$ cat src/rtl/trng_pkg.sv
// Shared types and helpers for the TRNG health monitor.
// FSM state encoding and a constant clog2.
package trng_pkg;

  typedef enum logic [1:0] {
    STARTUP = 2'd0,
    RUN     = 2'd1,
    ALARM   = 2'd2
  } state_t;

  function automatic int clog2(input int v);
    int r;
    r = 0;
    for (int i = 0; i < 31; i++)
      if ((1 << i) < v) r = i + 1;
    return r;
  endfunction

endpackage

$ cat src/rtl/trng_apt_counter.sv
// Adaptive proportion test: window index, reference bit and match count.
// Flags when the updated match count reaches the cutoff.
module trng_apt_counter
  import trng_pkg::*;
#(
  parameter int APT_WINDOW = 1024,
  parameter int APT_CUTOFF = 600
) (
  input  logic clk,
  input  logic rst_n,
  input  logic sample,
  input  logic valid,
  input  logic restart,
  output logic fail,
  output logic window_end
);

  localparam int IW = clog2(APT_WINDOW);
  localparam int MW = clog2(APT_CUTOFF + 1);
  localparam logic [IW-1:0] I_LAST = IW'(APT_WINDOW - 1);
  localparam logic [MW-1:0] M_MAX  = MW'(APT_CUTOFF);

  logic [IW-1:0] idx_q;
  logic [MW-1:0] match_q;
  logic [MW-1:0] match_d;
  logic          ref_q;

  // Updated match count for the current sample.
  always_comb begin
    match_d = match_q;
    if (idx_q == '0)
      match_d = MW'(1);
    else if (sample == ref_q && match_q != M_MAX)
      match_d = match_q + MW'(1);
  end

  assign fail       = valid & ~restart & (match_d == M_MAX);
  assign window_end = valid & ~restart & (idx_q == I_LAST);

  // Window state advances only on accepted samples.
  always_ff @(posedge clk or negedge rst_n) begin
    if (!rst_n) begin
      idx_q   <= '0;
      match_q <= '0;
      ref_q   <= 1'b0;
    end else if (restart) begin
      idx_q   <= '0;
      match_q <= '0;
      ref_q   <= 1'b0;
    end else if (valid) begin
      idx_q   <= idx_q + IW'(1);
      match_q <= match_d;
      if (idx_q == '0) ref_q <= sample;
    end
  end

endmodule

$ cat src/rtl/trng_health_monitor.sv
// Online RCT/APT health tester for the raw TRNG bit stream.
// Forwards bits only in RUN; any failure latches a sticky alarm.
module trng_health_monitor
  import trng_pkg::*;
#(
  parameter int RCT_CUTOFF = 32,
  parameter int APT_WINDOW = 1024,
  parameter int APT_CUTOFF = 600
) (
  input  logic i_clk,
  input  logic i_reset_n,
  input  logic i_rnd,
  input  logic i_rnd_valid,
  input  logic i_alarm_clr,
  output logic o_rnd,
  output logic o_rnd_valid,
  output logic o_healthy,
  output logic o_rct_fail,
  output logic o_apt_fail,
  output logic o_alarm
);

  localparam int RW = clog2(RCT_CUTOFF + 1);
  localparam logic [RW-1:0] R_MAX = RW'(RCT_CUTOFF);

  logic [1:0]    rst_sync;
  logic          rst_n;
  state_t        state_q, state_d;
  logic [RW-1:0] run_q, run_d;
  logic          last_q;
  logic          rct_fail, apt_fail, fail_any;
  logic          window_end, restart;
  logic          rct_d, apt_d;

  // Asynchronous assert, synchronous release of the internal reset.
  always_ff @(posedge i_clk or negedge i_reset_n) begin
    if (!i_reset_n) rst_sync <= 2'b00;
    else            rst_sync <= {rst_sync[0], 1'b1};
  end

  assign rst_n   = rst_sync[1];
  assign restart = (state_q == ALARM) & i_alarm_clr;

  // Run length after this sample; a zero run means no previous bit.
  always_comb begin
    run_d = RW'(1);
    if (run_q != '0 && i_rnd == last_q)
      run_d = (run_q == R_MAX) ? run_q : run_q + RW'(1);
  end

  assign rct_fail = i_rnd_valid & ~restart & (run_d == R_MAX);
  assign fail_any = rct_fail | apt_fail;

  trng_apt_counter #(
    .APT_WINDOW (APT_WINDOW),
    .APT_CUTOFF (APT_CUTOFF)
  ) u_apt (
    .clk        (i_clk),
    .rst_n      (rst_n),
    .sample     (i_rnd),
    .valid      (i_rnd_valid),
    .restart    (restart),
    .fail       (apt_fail),
    .window_end (window_end)
  );

  // Repetition count state; a clear forgets the last bit.
  always_ff @(posedge i_clk or negedge rst_n) begin
    if (!rst_n) begin
      run_q  <= '0;
      last_q <= 1'b0;
    end else if (restart) begin
      run_q  <= '0;
      last_q <= 1'b0;
    end else if (i_rnd_valid) begin
      run_q  <= run_d;
      last_q <= i_rnd;
    end
  end

  // Next state and sticky flag updates.
  always_comb begin
    state_d = state_q;
    rct_d   = o_rct_fail;
    apt_d   = o_apt_fail;
    unique case (state_q)
      STARTUP: begin
        if (fail_any) begin
          state_d = ALARM;
          rct_d   = o_rct_fail | rct_fail;
          apt_d   = o_apt_fail | apt_fail;
        end else if (window_end) begin
          state_d = RUN;
        end
      end
      RUN: begin
        if (fail_any) begin
          state_d = ALARM;
          rct_d   = o_rct_fail | rct_fail;
          apt_d   = o_apt_fail | apt_fail;
        end
      end
      ALARM: begin
        if (i_alarm_clr) begin
          state_d = STARTUP;
          rct_d   = 1'b0;
          apt_d   = 1'b0;
        end
      end
      default: state_d = STARTUP;
    endcase
  end

  // State, flags and the one-cycle output path.
  always_ff @(posedge i_clk or negedge rst_n) begin
    if (!rst_n) begin
      state_q     <= STARTUP;
      o_rct_fail  <= 1'b0;
      o_apt_fail  <= 1'b0;
      o_alarm     <= 1'b0;
      o_healthy   <= 1'b0;
      o_rnd       <= 1'b0;
      o_rnd_valid <= 1'b0;
    end else begin
      state_q     <= state_d;
      o_rct_fail  <= rct_d;
      o_apt_fail  <= apt_d;
      o_alarm     <= rct_d | apt_d;
      o_healthy   <= (state_d == RUN);
      o_rnd_valid <= i_rnd_valid & (state_q == RUN) & ~fail_any;
      if (i_rnd_valid) o_rnd <= i_rnd;
    end
  end

endmodule

$ cat config.mk
export PLATFORM = sky130hd
export DESIGN_NAME = trng_health_monitor
export DESIGN_NICKNAME = d
export VERILOG_FILES = /design/src/rtl/trng_pkg.sv /design/src/rtl/trng_apt_counter.sv /design/src/rtl/trng_health_monitor.sv
export SDC_FILE = /design/constraint.sdc
export NUM_CORES = 1
export LEC_CHECK = 0
export ABC_AREA = 1
export ABC_CLOCK_PERIOD_IN_PS = 2600
export CORE_MARGIN = 2
export CORE_UTILIZATION = 60
export CTS_BUF_LIST = sky130_fd_sc_hd__clkbuf_2 sky130_fd_sc_hd__clkbuf_4 sky130_fd_sc_hd__clkbuf_8
export CTS_CLUSTER_DIAMETER = 120
export DETAILED_ROUTE_END_ITERATION = 8
export PLACE_DENSITY = 0.79
export SYNTH_ARGS = -nofsm -noshare
export SYNTH_HDL_FRONTEND = slang
export SYNTH_SLANG_ARGS = --single-unit
$ cat constraint.sdc
create_clock -name i_clk -period 2.6 [get_ports i_clk]
set_clock_uncertainty 0.2 [all_clocks]
set_input_delay 0.39 -clock i_clk [delete_from_list [all_inputs] [get_ports i_clk]]
set_output_delay 0.39 -clock i_clk [all_outputs]
set_load 0.1 [all_outputs]
==> results of run 1 <==
==> cell usage in the layout, fill, tap and decap left out, types with 2 or more instances in the layout <==
master	netlist	layout
nand4_1	5	5
dfrtp_1	38	38
a21oi_1	7	7
xor2_1	5	5
nand2_2	5	5
buf_4	2	12
inv_2	4	4
nor2_1	35	35
clkdlybuf4s50_1	0	4
inv_1	45	45
nand3_2	5	5
clkbuf_8	0	6
ha_1	6	6
o22ai_1	11	11
o21ai_0	14	14
nand4_2	2	2
nor2_2	4	4
nor3_1	5	5
nand2_1	60	60
nand3_1	25	25
==> how the worst min path moves through the flow <==
stage,start,end,cells after the start
floorplan,i_reset_n,rst_sync[0]$_DFF_PN0_,0
global placement,rst_sync[1]$_DFF_PN0_,u_apt.idx_q[4]$_DFFE_PN0P_,1
detailed placement,rst_sync[1]$_DFF_PN0_,u_apt.idx_q[4]$_DFFE_PN0P_,1
CTS,i_reset_n,rst_sync[1]$_DFF_PN0_,1
global route,i_reset_n,rst_sync[0]$_DFF_PN0_,1
finish,i_reset_n,rst_sync[1]$_DFF_PN0_,1
==> cell families after synthesis <==
family / after synthesis
and+or+nand+nor: 151
buffers and inverters: 57
AOI/OAI and AO/OA: 39
other: 1
DFF: 38
xor gates and xnor gates: 6
adders and majority gates: 6
==> state kept, by name, indices dropped and copies added (netlist names) <==
register	flops
u_apt.match_q	10
o_healthy	1
u_apt.idx_q	10
o_rnd	1
last_q	1
o_rnd_valid	1
o_alarm	1
run_q	6
u_apt.ref_q	1
o_rct_fail	1
state_q	2
rst_sync	2
o_apt_fail	1
==> cell type report <==
| class | count | area [sq um] |
|---|---|---|
| fillers | 315 | 1120 |
| multi-input cells | 203 | 1080 |
| flip-flops and latches | 38 | 951 |
| inverters | 51 | 194 |
| repair buffers | 16 | 130 |
| clock buffers | 7 | 90.1 |
| well taps | 48 | 60.1 |
| clock inverters | 1 | 5.00 |
==> metrics by stage <==
stage	total power (W)	hold WS [ps]	utilization, %
after floorplan	0.00117	-106	-
after global placement	0.00125	90.7	66.6
after detailed placement	0.00126	145	66.6
after CTS	0.00169	63.0	69.2
after global routing	0.00182	47.4	69.2
final	0.00169	69.2	69.2
==> worst register-to-register path, stage by stage, from the launching register on <==
cell      delay [ps]
dfrtp_1          420
inv_1            140
ha_1             190
nand2_1           60
nor2_1           120
nand3_2          250
nand3_1          200
nand2_1          110
inv_1             80
nand2_1           80
o21bai_2         200
nor2_1            60
==> power breakdown <==
group	internal [W]	switching, W	total [W]
combinational	0.000182	0.000331	0.000513
sequential	0.000664	0.0000805	0.000744
clock	0.000224	0.000207	0.000431
==> per-layer routing <==
layer | vias up | global-route usage (%)
met5 | - | 0
li1 | 993 | -
met1 | 884 | 33.1
met4 | 0 | 13.5
met2 | 39 | 41.2
met3 | 9 | 7.19
==> run metrics, run 1 <==
outcome=finished, final reports clean; Required @ worst endpoint=2580 ps; Worst setup endpoint=o_healthy$_DFF_PN0_; PD cells=672 mW/mm^2; Final Hold Viols=0; synth top area cells=dfrtp_1, nand2_1, inv_1; Worst setup EP type=register; GR Overflow Total=0; CP max-delay cell=dfrtp_1; total CTS buffers=5; Synth Area in Adders=3.31%; critical path, cell by cell=inv_1, ha_1, nand2_1, nor2_1, nand3_2, nand3_1, nand2_1, inv_1, nand2_1, o21bai_2, nor2_1; initial core utilization=62.4%; peak supply drop=0.000535 V; Synth Area in Simple Gates=31.8%; die area=0.00429 sq mm; Startpoint Class=register; hpwl dp=3550 um; Synth Cell Area=0.00227 sq mm; die height=65.5 um; via/cell ratio=5.29; worst setup margin=376 ps; Cells after Synth=298; 1st-pass router iterations=4; clock slew at reported path FFs=80 ps; reg2reg setup slack=380 ps; non-filler cells, final=364; Synth Warn #=0; Post-DRT Antenna Nets=0; Top Layer Used=met4; CTS resizes=0; CTS H-tree depth=2; final-stage net count=326; synthesis-to-finish area growth=10.9%; Ports=11; FFs w/ async S/R, synth=100%; die width=65.5 um; Worst R2R End=o_healthy$_DFF_PN0_; sum of negative setup slack=0 ps; DRT iter0 DRCs=92; #FFs+latches synth=38; Max Cap Viol=0; core area=0.00363 sq mm; placed instance area=0.00242 sq mm; Slew Viols, Final=0; cells on worst reg2reg path=11; leakage power=1.28 nW; vias in the first global route=1,866; Yosys top cell by area=dfrtp_1; Synth Area in XOR/XNOR=2.32%; syn nets=309; worst r2r src=u_apt.idx_q[0]$_DFFE_PN0P_; pre-CTS worst setup slack=151 ps; worst setup path start=u_apt.idx_q[0]$_DFFE_PN0P_; post-synthesis cell type count=38; Buf/Inv on CP=2; drt wl/cell=13.2 um; metal2 WL=2280 um; worst hold path class=in -> async; final WL=4800 um; Synth Area in Compound Gates=10.2%; layout cells sized above 1=14.6%; largest net degree at the start of global routing=37; Worst Path Arrival=2200 ps; Most Frequent Cell on Critical Path=nand2_1; # hold bufs at CTS=0; post-CTS setup buffer count=0; Post-synth EDFFs=0; critical path's largest stage delay=420 ps; Via Count=1,925; first-pass GRT wire length=8300 um; Buffers on Ports=10; DRC Markers=0; Commonest cells post-synth=nand2_1, inv_1, dfrtp_1; CTS Sinks=38; count leader, synth=nand2_1; clk_lat worst skew=290 ps; post-synth top area share=41.9%; Synth Flop Type=dfrtp_1; Final GP Congestion=0.894; critical path peak fanout=11; Clk Tree Root Cell=clkbuf_8; RSZ-0062 raised after global routing=false; # rows=22; syn_area_per_cell=7.61 sq um; Final min period=2220 ps; share of the cycle needed by the critical path after routing=85.5%; CP Class=reg -> reg; kind of cell adding the most delay to the critical path=simple AND/OR/NAND/NOR gates; largest family of logic cells by synthesized area=simple AND/OR/NAND/NOR gates; Stages on worst setup path=11; Max Buffers Root-to-Sink=2; CTS tree=yes; antenna violations before repair=0; Post-Place Cells=356; Final Setup Violations=0; Finished Cell Area=0.00251 sq mm; post-synthesis sequential area ratio=41.9%; n_diodes=0; met1 WL=2260 um; GRT Total Usage=26.2%; met3 wire len=172 um; mux cell area share after synthesis=0%; Peak Freq=0.450 GHz
Note: power is estimated with default switching activity, not from simulation.
==> run 2, diff against run 1 <==
--- a/config.mk
+++ b/config.mk
@@ -7,12 +7,13 @@
 export LEC_CHECK = 0
 export ABC_AREA = 1
 export ABC_CLOCK_PERIOD_IN_PS = 2600
-export CORE_MARGIN = 2
+export CORE_MARGIN = 5
 export CORE_UTILIZATION = 60
 export CTS_BUF_LIST = sky130_fd_sc_hd__clkbuf_2 sky130_fd_sc_hd__clkbuf_4 sky130_fd_sc_hd__clkbuf_8
 export CTS_CLUSTER_DIAMETER = 120
 export DETAILED_ROUTE_END_ITERATION = 8
 export PLACE_DENSITY = 0.79
+export SETUP_SLACK_MARGIN = 0.05
 export SYNTH_ARGS = -nofsm -noshare
 export SYNTH_HDL_FRONTEND = slang
 export SYNTH_SLANG_ARGS = --single-unit
==> run 2 against run 1 <==
Combinational power is essentially flat. Count of clock-buffer cells in the layout grew 1. Register-to-register slack gained 30 ps. Cell count shrank 0.27%. Critical path depth is the same. Hold slack lost 14 ps. Utilization shrank 0.32 points. Global-route usage shrank 7.3 points. Sequential power is essentially flat. Wire length shrank 6.9%. Clock power grew 9.0%.
==> run metrics, run 2 (synthesized netlist as in run 1, its figures left out) <==
kind of cell adding the most delay to the critical path=simple AND/OR/NAND/NOR gates; CP max-delay cell=dfrtp_1; outcome=finished, final reports clean; initial core utilization=61.9%; Slew Viols, Final=0; Max Buffers Root-to-Sink=2; peak supply drop=0.000365 V; n_diodes=0; Startpoint Class=register; GR Overflow Total=0; share of the cycle needed by the critical path after routing=84.5%; clk_lat worst skew=290 ps; critical path, cell by cell=inv_1, ha_1, nand2_1, nor2_1, nand3_2, nand3_2, nand2_2, nor2_2, nand3_2, o21bai_2, nor2_1; Worst setup EP type=register; CTS resizes=0; synthesis-to-finish area growth=11.2%; commonest non-fill, non-tap cells in the layout=nand2_1, inv_1, dfrtp_1; antenna violations before repair=0; Via Count=1,929; CTS Sinks=38; die area=0.00511 sq mm; largest net degree at the start of global routing=37; 1st-pass router iterations=4; Buf/Inv on CP=1; CP Class=reg -> reg; PD cells=684 mW/mm^2; CTS H-tree depth=2; leakage power=1.28 nW; met1 WL=2130 um; Clk Tree Root Cell=clkbuf_8; Min Hold Slack=55.7 ps; first-pass GRT wire length=7730 um; Post-DRT Antenna Nets=0; Most Frequent Cell on Critical Path=nand3_2; worst hold path class=in -> async; RSZ-0062 raised after global routing=false; die width=71.5 um; met3 wire len=158 um; metal2 WL=2120 um; DRT iter0 DRCs=176; Flop pwr share=43.0%; Required @ worst endpoint=2570 ps; switching share of power=35.5%; Final Setup Violations=0; core area=0.00366 sq mm; sum of negative setup slack=0 ps; Top Layer Used=met4; Final min period=2200 ps; post-CTS setup buffer count=0; Internal=0.00111 W; Gate power share=29.7%; DRC Markers=0; # hold bufs at CTS=0; Worst Path Arrival=2170 ps; GRT Total Usage=18.9%; clock group share of total power=27.3%; vias in the first global route=1,785; die height=71.5 um; Ports=11; final-stage net count=325; most common cell after layout, fill and taps aside=nand2_1; Max Cap Viol=0; drt wl/cell=12.3 um; hpwl dp=3400 um; critical path's largest stage delay=410 ps; via/cell ratio=5.31; total CTS buffers=5; clock slew at reported path FFs=70 ps; final WL=4470 um; CTS tree=yes; P_sw=0.000612 W; Buffers on Ports=10; Final Hold Viols=0; Peak Freq=0.455 GHz; critical path peak fanout=11; Final GP Congestion=0.921; # rows=22; Largest regs=u_apt.idx_q: 10 flops, u_apt.match_q: 10 flops, run_q: 6 flops; layout cells sized above 1=14.3%
-- run 2: cell types whose count changed in the layout (fill, tap and decap cells not counted), sizes merged --
| cell | before | now |
|---|---|---|
| clkinv | 2 | 1 |
| clkbuf | 7 | 8 |
| buf | 12 | 11 |
-- run 2: final cells by class --
type | count | area (sq um)
inverter | 51 | 194
timing repair buffer | 15 | 123
sequential | 38 | 951
multi-input combinational | 203 | 1080
clock buffer | 8 | 110
tap | 48 | 60.1
fill | 292 | 1140
-- run 2: worst paths after layout --
path | depth (start not counted) | slack (ps) | from | end
min reg2reg | 1 | 80 | rst_sync[1]$_DFF_PN0_ | o_rnd$_DFFE_PN0P_
max | 11 | 400 | u_apt.idx_q[0]$_DFFE_PN0P_ | o_healthy$_DFF_PN0_
max in group asynchronous | 1 | 1800 | rst_sync[1]$_DFF_PN0_ | o_apt_fail$_DFF_PN0_
min | 1 | 60 | i_reset_n | rst_sync[0]$_DFF_PN0_
min in group i_clk | 0 | 150 | rst_sync[0]$_DFF_PN0_ | rst_sync[1]$_DFF_PN0_
max reg2reg | 11 | 400 | u_apt.idx_q[0]$_DFFE_PN0P_ | o_healthy$_DFF_PN0_
-- run 2: per-layer routing --
layer / track usage [%] / vias to the layer above
li1: - / 989
met1: 24.5 / 897
met2: 31.3 / 34
met3: 5.19 / 9
met4: 5.01 / 0
met5: 0 / -
-- run 2: per-stage QoR --
stage                     power, W  cell area (sq um)  std cells  util, %  setup slack [ps]
final                      0.00172               2520        363     68.9               404
after global routing       0.00185               2520        363     68.9               201
after CTS                  0.00173               2520        363     68.9               392
after detailed placement   0.00126               2410        355     65.9               119
after global placement     0.00125               2410        355     65.9               211
after floorplan            0.00117               2270        298        -               678
-- run 2: power by group through the flow --
stage	combinational (W)	sequential, W	clock, W
3_3_place_gp	0.000497	0.000751	0
6_report	0.000512	0.000741	0.000470
3_5_place_dp	0.000508	0.000751	0
4_1_cts	0.000514	0.000740	0.000480
5_1_grt	0.000589	0.000753	0.000510
2_1_floorplan	0.000413	0.000753	0
